--- config.mk ---
export PLATFORM = sky130hd
export DESIGN_NAME = serial_adder
export DESIGN_NICKNAME = d
export VERILOG_FILES = /design/src/rtl/serial_adder_pkg.sv /design/src/rtl/full_adder.sv /design/src/rtl/half_adder.sv /design/src/rtl/serial_adder.sv
export SDC_FILE = /design/constraint.sdc
export NUM_CORES = 1
export LEC_CHECK = 0
export ABC_AREA = 1
export CAP_MARGIN = 20
export CORE_AREA = 2 2 86 55
export CTS_CLUSTER_DIAMETER = 120
export DETAILED_ROUTE_END_ITERATION = 8
export DIE_AREA = 0 0 88 57
export PLACE_DENSITY = 0.73
export RECOVER_POWER = 50
export SETUP_SLACK_MARGIN = 0.2
export SYNTH_ARGS = -nofsm -noshare
export SYNTH_HDL_FRONTEND = slang
export SYNTH_SLANG_ARGS = --single-unit
--- constraint.sdc ---
create_clock -name clk -period 1.19 [get_ports clk]
set_clock_uncertainty 0.05 [all_clocks]
set_input_delay 0.1785 -clock clk [delete_from_list [all_inputs] [get_ports clk]]
set_output_delay 0.1785 -clock clk [all_outputs]
set_load 0.01 [all_outputs]
--- src/rtl/serial_adder_pkg.sv ---
// rtl/serial_adder_pkg.sv - shared state encoding and width helper for serial arithmetic blocks
package serial_adder_pkg;

  // Controller states; encodings are fixed so other serial blocks can share them
  typedef enum logic [1:0] {
    ST_IDLE = 2'd0,
    ST_RUN  = 2'd1,
    ST_DONE = 2'd2
  } state_t;

  // Ceiling log2, never below 1 so a counter always has at least one bit
  function automatic int clog2_min1(input int value);
    int bits;
    bits = 0;
    while ((1 << bits) < value) begin
      bits = bits + 1;
    end
    if (bits < 1) begin
      bits = 1;
    end
    return bits;
  endfunction

endpackage

--- src/rtl/full_adder.sv ---
// rtl/full_adder.sv - combinational one-bit full adder built from two half adders
module full_adder (
  output logic s,
  output logic c,
  input  logic a,
  input  logic b,
  input  logic ci
);

  logic w_s0;
  logic w_c0;
  logic w_c1;

  half_adder u_ha0 (
    .s (w_s0),
    .c (w_c0),
    .a (a),
    .b (b)
  );

  half_adder u_ha1 (
    .s (s),
    .c (w_c1),
    .a (w_s0),
    .b (ci)
  );

  // At most one half adder can generate a carry, so OR merges them
  assign c = w_c0 | w_c1;

endmodule

--- src/rtl/half_adder.sv ---
// rtl/half_adder.sv - combinational one-bit half adder
module half_adder (
  output logic s,
  output logic c,
  input  logic a,
  input  logic b
);

  assign s = a ^ b;
  assign c = a & b;

endmodule

--- src/rtl/serial_adder.sv ---
// rtl/serial_adder.sv - bit-serial LSB-first adder with valid/ready operand and result handshakes
module serial_adder
  import serial_adder_pkg::*;
#(
  parameter int WIDTH = 8
) (
  input  logic             clk,
  input  logic             rst_n,
  input  logic             in_valid,
  output logic             in_ready,
  input  logic [WIDTH-1:0] a,
  input  logic [WIDTH-1:0] b,
  input  logic             cin,
  output logic             out_valid,
  input  logic             out_ready,
  output logic [WIDTH-1:0] sum,
  output logic             cout,
  output logic             busy
);

  localparam int             CW   = clog2_min1(WIDTH);
  localparam logic [CW-1:0]  LAST = CW'(WIDTH - 1);

  state_t           r_state;
  logic [WIDTH-1:0] r_a_sr;
  logic [WIDTH-1:0] r_b_sr;
  logic [WIDTH-1:0] r_sum_sr;
  logic             r_carry;
  logic [CW-1:0]    r_cnt;
  logic             r_out_valid;
  logic             r_busy;
  logic [WIDTH-1:0] r_sum;
  logic             r_cout;

  logic             w_s;
  logic             w_c;
  logic [WIDTH-1:0] w_sum_next;
  logic             w_accept;

  full_adder u_fa (
    .s  (w_s),
    .c  (w_c),
    .a  (r_a_sr[0]),
    .b  (r_b_sr[0]),
    .ci (r_carry)
  );

  // New sum bit enters at the MSB so after WIDTH shifts bit 0 sits at the LSB
  generate
    if (WIDTH == 1) begin : g_sum_w1
      assign w_sum_next = w_s;
    end else begin : g_sum_wn
      assign w_sum_next = {w_s, r_sum_sr[WIDTH-1:1]};
    end
  endgenerate

  // A finished result can be swapped for new operands on the same edge
  assign in_ready = (r_state == ST_IDLE) || ((r_state == ST_DONE) && out_ready);
  assign w_accept = in_valid && in_ready;

  assign out_valid = r_out_valid;
  assign busy      = r_busy;
  assign sum       = r_sum;
  assign cout      = r_cout;

  // Controller, datapath shift registers and registered result outputs
  always_ff @(posedge clk or negedge rst_n) begin
    if (!rst_n) begin
      r_state     <= ST_IDLE;
      r_a_sr      <= '0;
      r_b_sr      <= '0;
      r_sum_sr    <= '0;
      r_carry     <= 1'b0;
      r_cnt       <= '0;
      r_out_valid <= 1'b0;
      r_busy      <= 1'b0;
      r_sum       <= '0;
      r_cout      <= 1'b0;
    end else begin
      case (r_state)
        ST_IDLE: begin
          if (w_accept) begin
            r_a_sr  <= a;
            r_b_sr  <= b;
            r_carry <= cin;
            r_cnt   <= '0;
            r_busy  <= 1'b1;
            r_state <= ST_RUN;
          end
        end
        ST_RUN: begin
          r_sum_sr <= w_sum_next;
          r_carry  <= w_c;
          r_a_sr   <= r_a_sr >> 1;
          r_b_sr   <= r_b_sr >> 1;
          r_cnt    <= r_cnt + CW'(1);
          if (r_cnt == LAST) begin
            // Final bit: publish the complete result alongside the state change
            r_sum       <= w_sum_next;
            r_cout      <= w_c;
            r_out_valid <= 1'b1;
            r_busy      <= 1'b0;
            r_state     <= ST_DONE;
          end
        end
        ST_DONE: begin
          if (out_ready) begin
            r_out_valid <= 1'b0;
            if (in_valid) begin
              r_a_sr  <= a;
              r_b_sr  <= b;
              r_carry <= cin;
              r_cnt   <= '0;
              r_busy  <= 1'b1;
              r_state <= ST_RUN;
            end else begin
              r_state <= ST_IDLE;
            end
          end
        end
        default: begin
          r_state     <= ST_IDLE;
          r_out_valid <= 1'b0;
          r_busy      <= 1'b0;
        end
      endcase
    end
  end

endmodule

==> implementation parameters <==
Parameter                              Value

Drt
  Drt first-iter violations ... 70
  Drt first pass iters ... 4
  Overall routed net length ... 5.60 mm
  DRC Markers ... 0
  Routed length per instance ... 16.0 um
  Via total after detailed routing ... 1737
  Post-detailed-route count of antenna-violating nets ... 0
  Number of vias per cell after detailed routing ... 4.96

CTS
  Clock transition time at the flip-flop clock pins of the worst setup and hold paths ... 0.08 ns
  TritonCTS clock tree ... yes
  Cell at the root of the clock tree ... sky130_fd_sc_hd__clkbuf_8
  Sinks on Clock Net ... 40
  H-tree depth ... 2
  Max Buffers Root-to-Sink ... 2
  Total clock buffers created by CTS ... 5
  Worst-skew pair later-pin latency ... 0.30 ns

Worst setup path
  Slowest stage delay, CP ... 0.40 ns
  Crit. End Element ... register
  Cell chain of the critical path ... buf_6 -> clkinv_8 -> nand2_8 -> buf_6 -> nand2_2 -> o21ai_1 -> nand2_1 -> nand2_1
  Register-to-register path setup slack ... -0.22 ns
  Maximum fanout along the worst path ... 6
  Critical path depth in cells ... 8
  Source of the worst register-to-register timing path ... r_state[1]
  Number of cell instances on the worst register-to-register path ... 8
  Dominant delay contributor by cell family on the critical path ... buffers and inverters
  Critical path start-end classification ... register to register
  Number of buffers and inverters on the critical path ... 3
  Cell with the biggest individual delay on the critical path ... sky130_fd_sc_hd__dfrtp_1
  Worst EP arrival ... 1.60 ns
  Type of origin of the critical path ... register
  Worst reg2reg path endpoint ... r_b_sr[4]
  Data required time of the worst path ... 1.38 ns

Global route
  Overall routing resource usage ... 19.7%
  Total congestion overflow after global routing ... 0
  Antenna violations before repair ... 0
  Pin count of the biggest net entering global routing ... 41
  Via count of the first global-routing pass ... 1596
  Wire length of the first global-routing pass ... 7.32 mm

Yosys
  Netlist area before placement ... 1910 um2
  Avg Cell Area, Syn ... 8.99 um2
  Number of distinct library cells after synthesis ... 19
  Yosys synthesis warning count ... 0
  Synthesized net count ... 236
  Post-synth top area cell ... sky130_fd_sc_hd__dfrtp_1
  Synth Register Bits ... 40
  Top cell type's share of synthesized area ... 52.5%
  Post-synthesis instance total ... 212
  Share of the yosys chip area belonging to registers ... 52.5%
  Main area contributors after synthesis ... sky130_fd_sc_hd__dfrtp_1, sky130_fd_sc_hd__nand2_1, sky130_fd_sc_hd__o21ai_2, sky130_fd_sc_hd__nand3_1, sky130_fd_sc_hd__inv_1

STA
  Slew at the pin closest to its max-slew limit ... 0.563 ns
  Final count of pins violating max slew ... 0
  Minimum period implied by the final worst setup slack ... 1.41 ns
  Final worst path period share ... 118%
  Final worst-path setup slack ... -0.219 ns
  Max Freq ... 0.710 GHz
  Endpoints failing setup ... 39
  Worst-case headroom to the max-slew limit ... 62.4%
  Final TNS setup ... -3.68 ns
  Hold violation total from the final report ... 0
  Minimum hold slack ... 0.429 ns
  Unrepaired setup endpoints after global routing ... true

Hold path
  Hold Path Depth ... 3
  Type of the tightest min-delay check ... primary input to register
  Worst Hold Launch ... a[7]
  Worst hold endpoint ... r_a_sr[7]

Final layout
  Total non-filler cell area in the finished layout ... 3150 um2
  Finished Core Util ... 73.2%
  NumNets Final ... 311
  Commonest non-fill, non-tap cell in the layout ... sky130_fd_sc_hd__dfrtp_1
  Number of filler instances in the final layout ... 272
  P&R area growth vs syn ... 65.3%
  Share of cells above drive strength 1 ... 54.7%
  Most frequent cells in the layout ... sky130_fd_sc_hd__dfrtp_1, sky130_fd_sc_hd__nand2_2, sky130_fd_sc_hd__nand2_1
  Antenna Cells ... 0

Die
  Initial Util ... 44.3%
  I/O pin total ... 33
  Number of standard-cell rows in the floorplan ... 19
  Die span in y ... 57 um
  Total Die Area ... 5020 um2
  Std-Cell Core Area ... 4300 um2
  Overall die width ... 88 um

Power
  Leakage power ... 0.00153 uW
  Max VDD drop ... 1.13 mV
  Pwr per Cell Area ... 2950 nW/um2

Place
  Placed cell area ... 2440 um2
  Number of buffers inserted by port buffering ... 32
  Gp weighted congestion ... 0.728
  Half-perimeter wire length after placement ... 2.48 mm

Status
  Violations in the final reports ... negative setup slack
  Status ... complete, but fails checks

Run
  Number of max-capacitance violations reported ... 0
-- how the worst max path moves through the flow --
stage	startpoint	end	slack (ns)
floorplan	r_a_sr[0]	r_sum_sr[7]	-0.01
global placement	out_ready	in_ready	-0.41
detailed placement	out_ready	in_ready	-0.44
CTS	r_state[0]	sum[1]	-0.07
global route	r_state[1]	r_b_sr[4]	-0.26
finish	r_state[1]	r_b_sr[4]	-0.22
-- through the flow --
stage / total power (uW) / cells / worst slack [ns]
finish: 9290 / 350 / -0.219
floorplan: 4740 / 212 / -0.0114
CTS: 7610 / 338 / -0.0680
detailed placement: 5770 / 316 / -0.439
global route: 9860 / 350 / -0.260
global placement: 5680 / 316 / -0.415
-- cell usage after synthesis (all sizes together) --
library cell  instances
a21oi                 4
o21ai                33
ha                    2
nand2                81
fa                    1
dfrtp                40
nor2                  2
inv                  21
nand3                18
buf                  10
-- final cells by class --
| type | instances | area, um2 | share of cell area (%) |
|---|---|---|---|
| Clock buffer | 6 | 72.6 | 2.30 |
| Clock inverter | 1 | 5.00 | 0.159 |
| Inverter | 21 | 98.8 | 3.14 |
| Multi-Input combinational cell | 143 | 1060 | 33.8 |
| Sequential cell | 40 | 1000 | 31.8 |
| Tap cell | 63 | 78.8 | 2.50 |
| Timing Repair Buffer | 76 | 830 | 26.3 |
-- worst reg2reg max path, cell delays in order, from the launching register on --
cell and delay [ns]:
sky130_fd_sc_hd__dfrtp_1 0.40, sky130_fd_sc_hd__buf_6 0.18, sky130_fd_sc_hd__clkinv_8 0.09, sky130_fd_sc_hd__nand2_8 0.13, sky130_fd_sc_hd__buf_6 0.15, sky130_fd_sc_hd__nand2_2 0.06
sky130_fd_sc_hd__o21ai_1 0.11, sky130_fd_sc_hd__nand2_1 0.09, sky130_fd_sc_hd__nand2_1 0.09
-- power by group --
part,internal [uW],switching (uW)
Combinational,3070,3000
Clock,399,475
Sequential,1950,388
-- metal layers --
| metal | routed length (um) | global-route usage (%) | vias to the layer above |
|---|---|---|---|
| li1 | - | - | 825 |
| met1 | 2440 | 27.2 | 842 |
| met2 | 2720 | 30.0 | 53 |
| met3 | 280 | 4.49 | 17 |
| met5 | 0 | 0 | - |
| met4 | 161 | 8.57 | 0 |
-- state kept, by name (all words and copies together) (netlist names) --
signal     cells
sum            8
busy           1
r_cnt          3
cout           1
r_carry        1
out_valid      1
r_a_sr         8
r_sum_sr       7
r_b_sr         8
r_state        2
-- cells by family (layout without fill, tap and decap cells) --
logic type	count (synthesis)	in the layout	synth area share (%)
AOI/OAI and AO/OA	37	37	12.7
and+or+nand+nor	101	103	22.9
DFF	40	40	52.5
adders and majority gates	3	3	2.36
buffers and inverters	31	104	9.52
-- timing repair --
item,in CTS,in global routing
setup endpoints to repair,52,52
gates resized for setup,86,65
buffers inserted,8,9
cloned,6,3
pin swaps,6,27
hold buffers,1,0
hold endpoints to repair,40,0
(Power assumes the default switching activity.)
